==> src/rtl/systolic_ctrl_pkg.sv <==
// Shared types and constants for the 2x2 systolic array sequencer.
package systolic_ctrl_pkg;

    localparam int DEF_DATA_W  = 8;
    localparam int DEF_ACC_W   = 16;
    localparam int FEED_CYCLES = 3;

    typedef enum logic [2:0] {
        IDLE  = 3'd0,
        CLEAR = 3'd1,
        FEED  = 3'd2,
        DRAIN = 3'd3,
        DONE  = 3'd4
    } state_e;

    function automatic int cnt_w(input int n);
        return (n <= 2) ? 1 : $clog2(n);
    endfunction

endpackage

==> src/rtl/systolic_skew_feed.sv <==
// Maps the feed step and latched operands onto the diagonally skewed edge buses.
module systolic_skew_feed
    import systolic_ctrl_pkg::*;
#(
    parameter int DATA_W = DEF_DATA_W
) (
    input  logic              active_i,
    input  logic [1:0]        cnt_i,
    input  logic [DATA_W-1:0] a00_i,
    input  logic [DATA_W-1:0] a01_i,
    input  logic [DATA_W-1:0] a10_i,
    input  logic [DATA_W-1:0] a11_i,
    input  logic [DATA_W-1:0] b00_i,
    input  logic [DATA_W-1:0] b01_i,
    input  logic [DATA_W-1:0] b10_i,
    input  logic [DATA_W-1:0] b11_i,
    output logic [DATA_W-1:0] a_row0_o,
    output logic [DATA_W-1:0] a_row1_o,
    output logic [DATA_W-1:0] b_col0_o,
    output logic [DATA_W-1:0] b_col1_o
);

    always_comb begin
        a_row0_o = '0;
        a_row1_o = '0;
        b_col0_o = '0;
        b_col1_o = '0;
        if (active_i) begin
            // row 1 and column 1 lag by one step so operands meet in the right PE
            case (cnt_i)
                2'd0: begin
                    a_row0_o = a00_i;
                    b_col0_o = b00_i;
                end
                2'd1: begin
                    a_row0_o = a01_i;
                    a_row1_o = a10_i;
                    b_col0_o = b10_i;
                    b_col1_o = b01_i;
                end
                2'd2: begin
                    a_row1_o = a11_i;
                    b_col1_o = b11_i;
                end
                default: ;
            endcase
        end
    end

endmodule

==> src/rtl/systolic_ctrl.sv <==
// Job sequencer for the 2x2 output-stationary systolic array: accept, clear,
// skewed feed, drain, capture, hand off. Every output is a flop.
module systolic_ctrl
    import systolic_ctrl_pkg::*;
#(
    parameter int DATA_W       = DEF_DATA_W,
    parameter int ACC_W        = DEF_ACC_W,
    parameter int DRAIN_CYCLES = 2
) (
    input  logic              clk,
    input  logic              rst,
    input  logic              in_valid,
    output logic              in_ready,
    input  logic [DATA_W-1:0] a00,
    input  logic [DATA_W-1:0] a01,
    input  logic [DATA_W-1:0] a10,
    input  logic [DATA_W-1:0] a11,
    input  logic [DATA_W-1:0] b00,
    input  logic [DATA_W-1:0] b01,
    input  logic [DATA_W-1:0] b10,
    input  logic [DATA_W-1:0] b11,
    input  logic              abort,
    output logic              acc_clr,
    output logic              feed_valid,
    output logic [DATA_W-1:0] a_row0,
    output logic [DATA_W-1:0] a_row1,
    output logic [DATA_W-1:0] b_col0,
    output logic [DATA_W-1:0] b_col1,
    input  logic [ACC_W-1:0]  acc00,
    input  logic [ACC_W-1:0]  acc01,
    input  logic [ACC_W-1:0]  acc10,
    input  logic [ACC_W-1:0]  acc11,
    output logic [ACC_W-1:0]  c00,
    output logic [ACC_W-1:0]  c01,
    output logic [ACC_W-1:0]  c10,
    output logic [ACC_W-1:0]  c11,
    output logic              out_valid,
    input  logic              out_ready,
    output logic              busy
);

    // state | meaning
    // IDLE  | waiting for a job, operands latched on accept
    // CLEAR | one-cycle accumulator clear
    // FEED  | three skewed operand steps
    // DRAIN | pipeline settle, capture on the final cycle
    // DONE  | results held until downstream accepts
    localparam logic [2:0] ST_IDLE  = IDLE;
    localparam logic [2:0] ST_CLEAR = CLEAR;
    localparam logic [2:0] ST_FEED  = FEED;
    localparam logic [2:0] ST_DRAIN = DRAIN;
    localparam logic [2:0] ST_DONE  = DONE;

    localparam int             DRN_W      = cnt_w(DRAIN_CYCLES);
    localparam logic [DRN_W-1:0] DRAIN_LOAD = DRN_W'(DRAIN_CYCLES - 1);
    localparam logic [1:0]     FEED_LAST  = 2'(FEED_CYCLES - 1);

    logic [2:0]       state_q, state_d;
    logic [1:0]       feed_cnt_q, feed_cnt_d;
    logic [DRN_W-1:0] drain_cnt_q, drain_cnt_d;
    logic             latch, capture, abort_hit;

    logic [DATA_W-1:0] a00_q, a01_q, a10_q, a11_q;
    logic [DATA_W-1:0] b00_q, b01_q, b10_q, b11_q;
    logic [ACC_W-1:0]  c00_q, c01_q, c10_q, c11_q;

    logic              in_ready_q, busy_q, out_valid_q, acc_clr_q, feed_valid_q;
    logic [DATA_W-1:0] a_row0_q, a_row1_q, b_col0_q, b_col1_q;
    logic [DATA_W-1:0] a_row0_d, a_row1_d, b_col0_d, b_col1_d;

    always_comb begin
        state_d     = state_q;
        feed_cnt_d  = feed_cnt_q;
        drain_cnt_d = drain_cnt_q;
        latch       = 1'b0;
        capture     = 1'b0;
        abort_hit   = 1'b0;
        case (state_q)
            ST_IDLE: begin
                if (in_valid) begin
                    latch   = 1'b1;
                    state_d = ST_CLEAR;
                end
            end
            ST_CLEAR: begin
                if (abort) begin
                    abort_hit = 1'b1;
                    state_d   = ST_IDLE;
                end else begin
                    feed_cnt_d = '0;
                    state_d    = ST_FEED;
                end
            end
            ST_FEED: begin
                if (abort) begin
                    abort_hit = 1'b1;
                    state_d   = ST_IDLE;
                end else if (feed_cnt_q == FEED_LAST) begin
                    drain_cnt_d = DRAIN_LOAD;
                    state_d     = ST_DRAIN;
                end else begin
                    feed_cnt_d = feed_cnt_q + 2'd1;
                end
            end
            ST_DRAIN: begin
                if (abort) begin
                    abort_hit = 1'b1;
                    state_d   = ST_IDLE;
                end else if (drain_cnt_q == '0) begin
                    capture = 1'b1;
                    state_d = ST_DONE;
                end else begin
                    drain_cnt_d = drain_cnt_q - 1'b1;
                end
            end
            ST_DONE: begin
                if (out_ready) state_d = ST_IDLE;
            end
            default: state_d = ST_IDLE;
        endcase
    end

    // Feed buses are computed from the next step so they leave a flop aligned with it.
    systolic_skew_feed #(.DATA_W(DATA_W)) u_skew (
        .active_i (state_d == ST_FEED),
        .cnt_i    (feed_cnt_d),
        .a00_i    (a00_q),
        .a01_i    (a01_q),
        .a10_i    (a10_q),
        .a11_i    (a11_q),
        .b00_i    (b00_q),
        .b01_i    (b01_q),
        .b10_i    (b10_q),
        .b11_i    (b11_q),
        .a_row0_o (a_row0_d),
        .a_row1_o (a_row1_d),
        .b_col0_o (b_col0_d),
        .b_col1_o (b_col1_d)
    );

    always_ff @(posedge clk or posedge rst) begin
        if (rst) begin
            state_q      <= ST_IDLE;
            feed_cnt_q   <= '0;
            drain_cnt_q  <= '0;
            in_ready_q   <= 1'b1;
            busy_q       <= 1'b0;
            out_valid_q  <= 1'b0;
            acc_clr_q    <= 1'b0;
            feed_valid_q <= 1'b0;
            a_row0_q     <= '0;
            a_row1_q     <= '0;
            b_col0_q     <= '0;
            b_col1_q     <= '0;
        end else begin
            state_q      <= state_d;
            feed_cnt_q   <= feed_cnt_d;
            drain_cnt_q  <= drain_cnt_d;
            in_ready_q   <= (state_d == ST_IDLE);
            busy_q       <= (state_d != ST_IDLE);
            out_valid_q  <= (state_d == ST_DONE);
            acc_clr_q    <= (state_d == ST_CLEAR) || abort_hit;
            feed_valid_q <= (state_d == ST_FEED);
            a_row0_q     <= a_row0_d;
            a_row1_q     <= a_row1_d;
            b_col0_q     <= b_col0_d;
            b_col1_q     <= b_col1_d;
        end
    end

    always_ff @(posedge clk or posedge rst) begin
        if (rst) begin
            a00_q <= '0; a01_q <= '0; a10_q <= '0; a11_q <= '0;
            b00_q <= '0; b01_q <= '0; b10_q <= '0; b11_q <= '0;
        end else if (latch) begin
            a00_q <= a00; a01_q <= a01; a10_q <= a10; a11_q <= a11;
            b00_q <= b00; b01_q <= b01; b10_q <= b10; b11_q <= b11;
        end
    end

    always_ff @(posedge clk or posedge rst) begin
        if (rst) begin
            c00_q <= '0; c01_q <= '0; c10_q <= '0; c11_q <= '0;
        end else if (capture) begin
            c00_q <= acc00; c01_q <= acc01; c10_q <= acc10; c11_q <= acc11;
        end
    end

    assign in_ready   = in_ready_q;
    assign busy       = busy_q;
    assign out_valid  = out_valid_q;
    assign acc_clr    = acc_clr_q;
    assign feed_valid = feed_valid_q;
    assign a_row0     = a_row0_q;
    assign a_row1     = a_row1_q;
    assign b_col0     = b_col0_q;
    assign b_col1     = b_col1_q;
    assign c00        = c00_q;
    assign c01        = c01_q;
    assign c10        = c10_q;
    assign c11        = c11_q;

endmodule

==> config.mk <==
export PLATFORM = sky130hd
export DESIGN_NAME = systolic_ctrl
export DESIGN_NICKNAME = d
export VERILOG_FILES = /design/src/rtl/systolic_ctrl_pkg.sv /design/src/rtl/systolic_skew_feed.sv /design/src/rtl/systolic_ctrl.sv
export SDC_FILE = /design/constraint.sdc
export NUM_CORES = 1
export LEC_CHECK = 0
export CAP_MARGIN = 0
export CORE_MARGIN = 4
export CORE_UTILIZATION = 45
export CTS_CLUSTER_DIAMETER = 200
export DETAILED_ROUTE_END_ITERATION = 8
export PLACE_DENSITY_LB_ADDON = 0.3
export REMOVE_ABC_BUFFERS = 1
export SLEW_MARGIN = 5
export SYNTH_ARGS = -nofsm -noshare
export SYNTH_HDL_FRONTEND = slang
export SYNTH_SLANG_ARGS = --single-unit
==> constraint.sdc <==
create_clock -name clk -period 6.4 [get_ports clk]
set_clock_uncertainty 0.15 [all_clocks]
set_input_delay 0.64 -clock clk [delete_from_list [all_inputs] [get_ports clk]]
set_output_delay 0.64 -clock clk [all_outputs]
set_load 0.1 [all_outputs]
==> results.cfg <==
[cells_and_area]
drive_gt1_share_pct = 19.47
syn_to_final_growth_pct = 47.46
nNetsFinal = 803
fill_cells = 1017
diodes = 0
utilization_pct = 68.59

[route]
routedWlPerCell_um = 18.57
ant_nets = 0
route.detailed.drc = 0
viasPerCell = 5.063
dr.pass1.iters = 4
drt_iter0_drc = 200
totalWireLength_um = 15930
num_vias = 4344

[cts]
cts-buffers-inserted = 17
cts_hold_buf = 0
worstSkewPairLatency_ns = 0.42
cts_tree = yes
cts.path.max_buffers = 2
clockRootBuffer = clkbuf_16
clk_pin_slew_ns = 0.06
cts_resized = 0
cts_sinks = 171
htreeDepth = 4
cts_setup_buffers = 0

[worst_setup_path]
cp-start-kind = flop
crit_arrival_ns = 2.11
cp-end-kind = output pin
critical_path_class = reg -> out
crit_path_max_incr_delay_ns = 1.16
path_cells = clkdlybuf4s50_1
crit-reg2reg-launch = state_q[1]
slowest_stage = clkdlybuf4s50_1
critical_path.top_delay_family = buffers and inverters
startpoint = in_ready
critical_path_required_ns = 5.61
path_max_fanout = 1
cp_num_buf_inv = 1

[synthesis]
synth-simple-area-share_pct = 3.969
synth_xor_area_share_pct = 0
synth.top_cell.area_share_pct = 64.89
synthMuxAreaShare_pct = 21.98
synth_cells = 433
synth_edf_count = 0
ys_seq_area_share_pct = 65.29
synth_ff_type = dfrtp_1
syn_area_sq_mm = 0.006556
synth_compound_area_share_pct = 5.210
yosys-top-cells-area = dfrtp_1 65%, mux2_2 15%, mux2_1 6.5%
synth_area_leader_cell = dfrtp_1
ys_ff_latch = 171
yosysWarnings = 0
synth_cell_types = 31
synthAdderAreaFrac_pct = 0.9542
synthArstFlopShare_pct = 100.0
avgSynthCellArea_sq_um = 15.14
synth_top_family_by_area = multiplexers

[timing]
grt_setup_unrepaired = no
max_slew_margin_pct = 31.07
fmax_mhz = 345.2
final-setup-viol-count = 0
slew_violations = 0
post-route-period-util_pct = 45.26
final_hold_viol_count = 0
worst_pin_slew_ns = 1.031
period_needed_ns = 2.897

[grt]
grt_pass1_vias = 4666
antenna_found_initial = 0
grt_usage_pct = 19.56
grt_start_max_net_pins = 104
grt_pass1_wl_um = 24850
overflow = 0

[outcome]
status = completed

[floorplan]
rows = 43
die_y_um = 128.7
die_area_sq_mm = 0.01657
core_sq_mm = 0.01410
ios = 234
die_x_um = 128.7
start_util_pct = 46.51

[placement]
port_buffers = 233
hpwl_um = 11050
place_congestion = 0.7369

[hold_path]
hp-start = c01[3]
hold_path.class = reg -> reg

[run]
maxCapViolCount = 0
## cells in the mapped netlist, types with 3 or more instances
| master | instances |
|---|---|
| dfrtp_1 | 170 |
| mux2_2 | 90 |
| mux2_1 | 38 |
| nor2_1 | 35 |
| a22oi_1 | 32 |
| clkbuf_1 | 10 |
| buf_4 | 7 |
| ha_1 | 5 |
| a31oi_1 | 4 |
| buf_2 | 4 |
| buf_6 | 4 |
| inv_1 | 4 |
| nand2_1 | 4 |
| nand2b_1 | 3 |
| nor2b_1 | 3 |
## per-layer routing
metal | routed length (um) | vias to the layer above | GRT usage (%)
met1 | 6488 | 2148 | 24.53
met4 | 290 | 0 | 7.103
met2 | 7696 | 180 | 31.68
met5 | 0 | - | 0
li1 | - | 1994 | -
met3 | 1455 | 22 | 6.683
## metrics by stage
stage	setup TNS (ns)	setup slack (ns)	cells	hold slack (ns)	cell area, sq um
6_report	0	3.503	858	0.3333	9668
2_1_floorplan	-118.57	-1.853	408	0.3313	6401
3_5_place_dp	0	3.061	826	0.3237	9007
3_3_place_gp	0	3.169	826	0.3160	9007
4_1_cts	0	3.471	858	0.3375	9668
5_1_grt	0	3.314	858	0.3452	9668
## state kept, by name, indices dropped and copies added (netlist names), 16 cells and up
signal	flops
c00	16
c01	16
c10	16
c11	16
## final cells by class
cell class | instances | area [sq um] | area share, %
sequential | 171 | 4280 | 44.27
clock buffer | 21 | 470.5 | 4.866
timing repair buffer | 238 | 2370 | 24.51
tap | 180 | 225.2 | 2.329
clock inverter | 11 | 190.2 | 1.967
inverter | 4 | 20.02 | 0.2071
multi-input combinational | 233 | 2112 | 21.85
## cells by family after synthesis
family | after synthesis
AND/OR/NAND/NOR | 54
buffers and inverters | 29
adder cells (fa/ha/maj) | 5
AO/OA/AOI/OAI | 46
flip-flops | 171
multiplexers | 128
## placed cells by master, fill, tap and decap left out, drive strengths merged
| master | count |
|---|---|
| a31oi | 4 |
| a21oi | 1 |
| clkbuf | 21 |
| nand3 | 1 |
| inv | 4 |
| bufinv | 5 |
| o2bb2ai | 2 |
| a211o | 1 |
| o211ai | 1 |
| nand2 | 4 |
| nor3b | 1 |
| buf | 5 |
| clkinv | 5 |
| clkinvlp | 1 |
| nand4 | 1 |
| mux2 | 128 |
| clkdlybuf4s50 | 233 |
| dfrtp | 170 |
| o21ai | 3 |
| and3 | 1 |
| nor2 | 36 |
| nor4b | 1 |
| a2bb2oi | 2 |
| nand3b | 2 |
| nor4 | 1 |
| ha | 5 |
| nand2b | 3 |
| dfstp | 1 |
| a22oi | 32 |
| nor2b | 3 |
## worst paths after layout
kind                             to  slack [ns]  cells after the start
max                        in_ready        3.50                      1
min                          c01[3]        0.33                      1
max reg2reg                  c11[7]        3.56                      4
min reg2reg                  c01[3]        0.33                      1
max in group asynchronous  b11_q[0]        4.01                      3
min in group asynchronous    c11[3]        0.62                      2
Power is left out: the tool's default activity adds up to more than one toggle a clock period on the data nets, which glitch-free logic cannot reach.
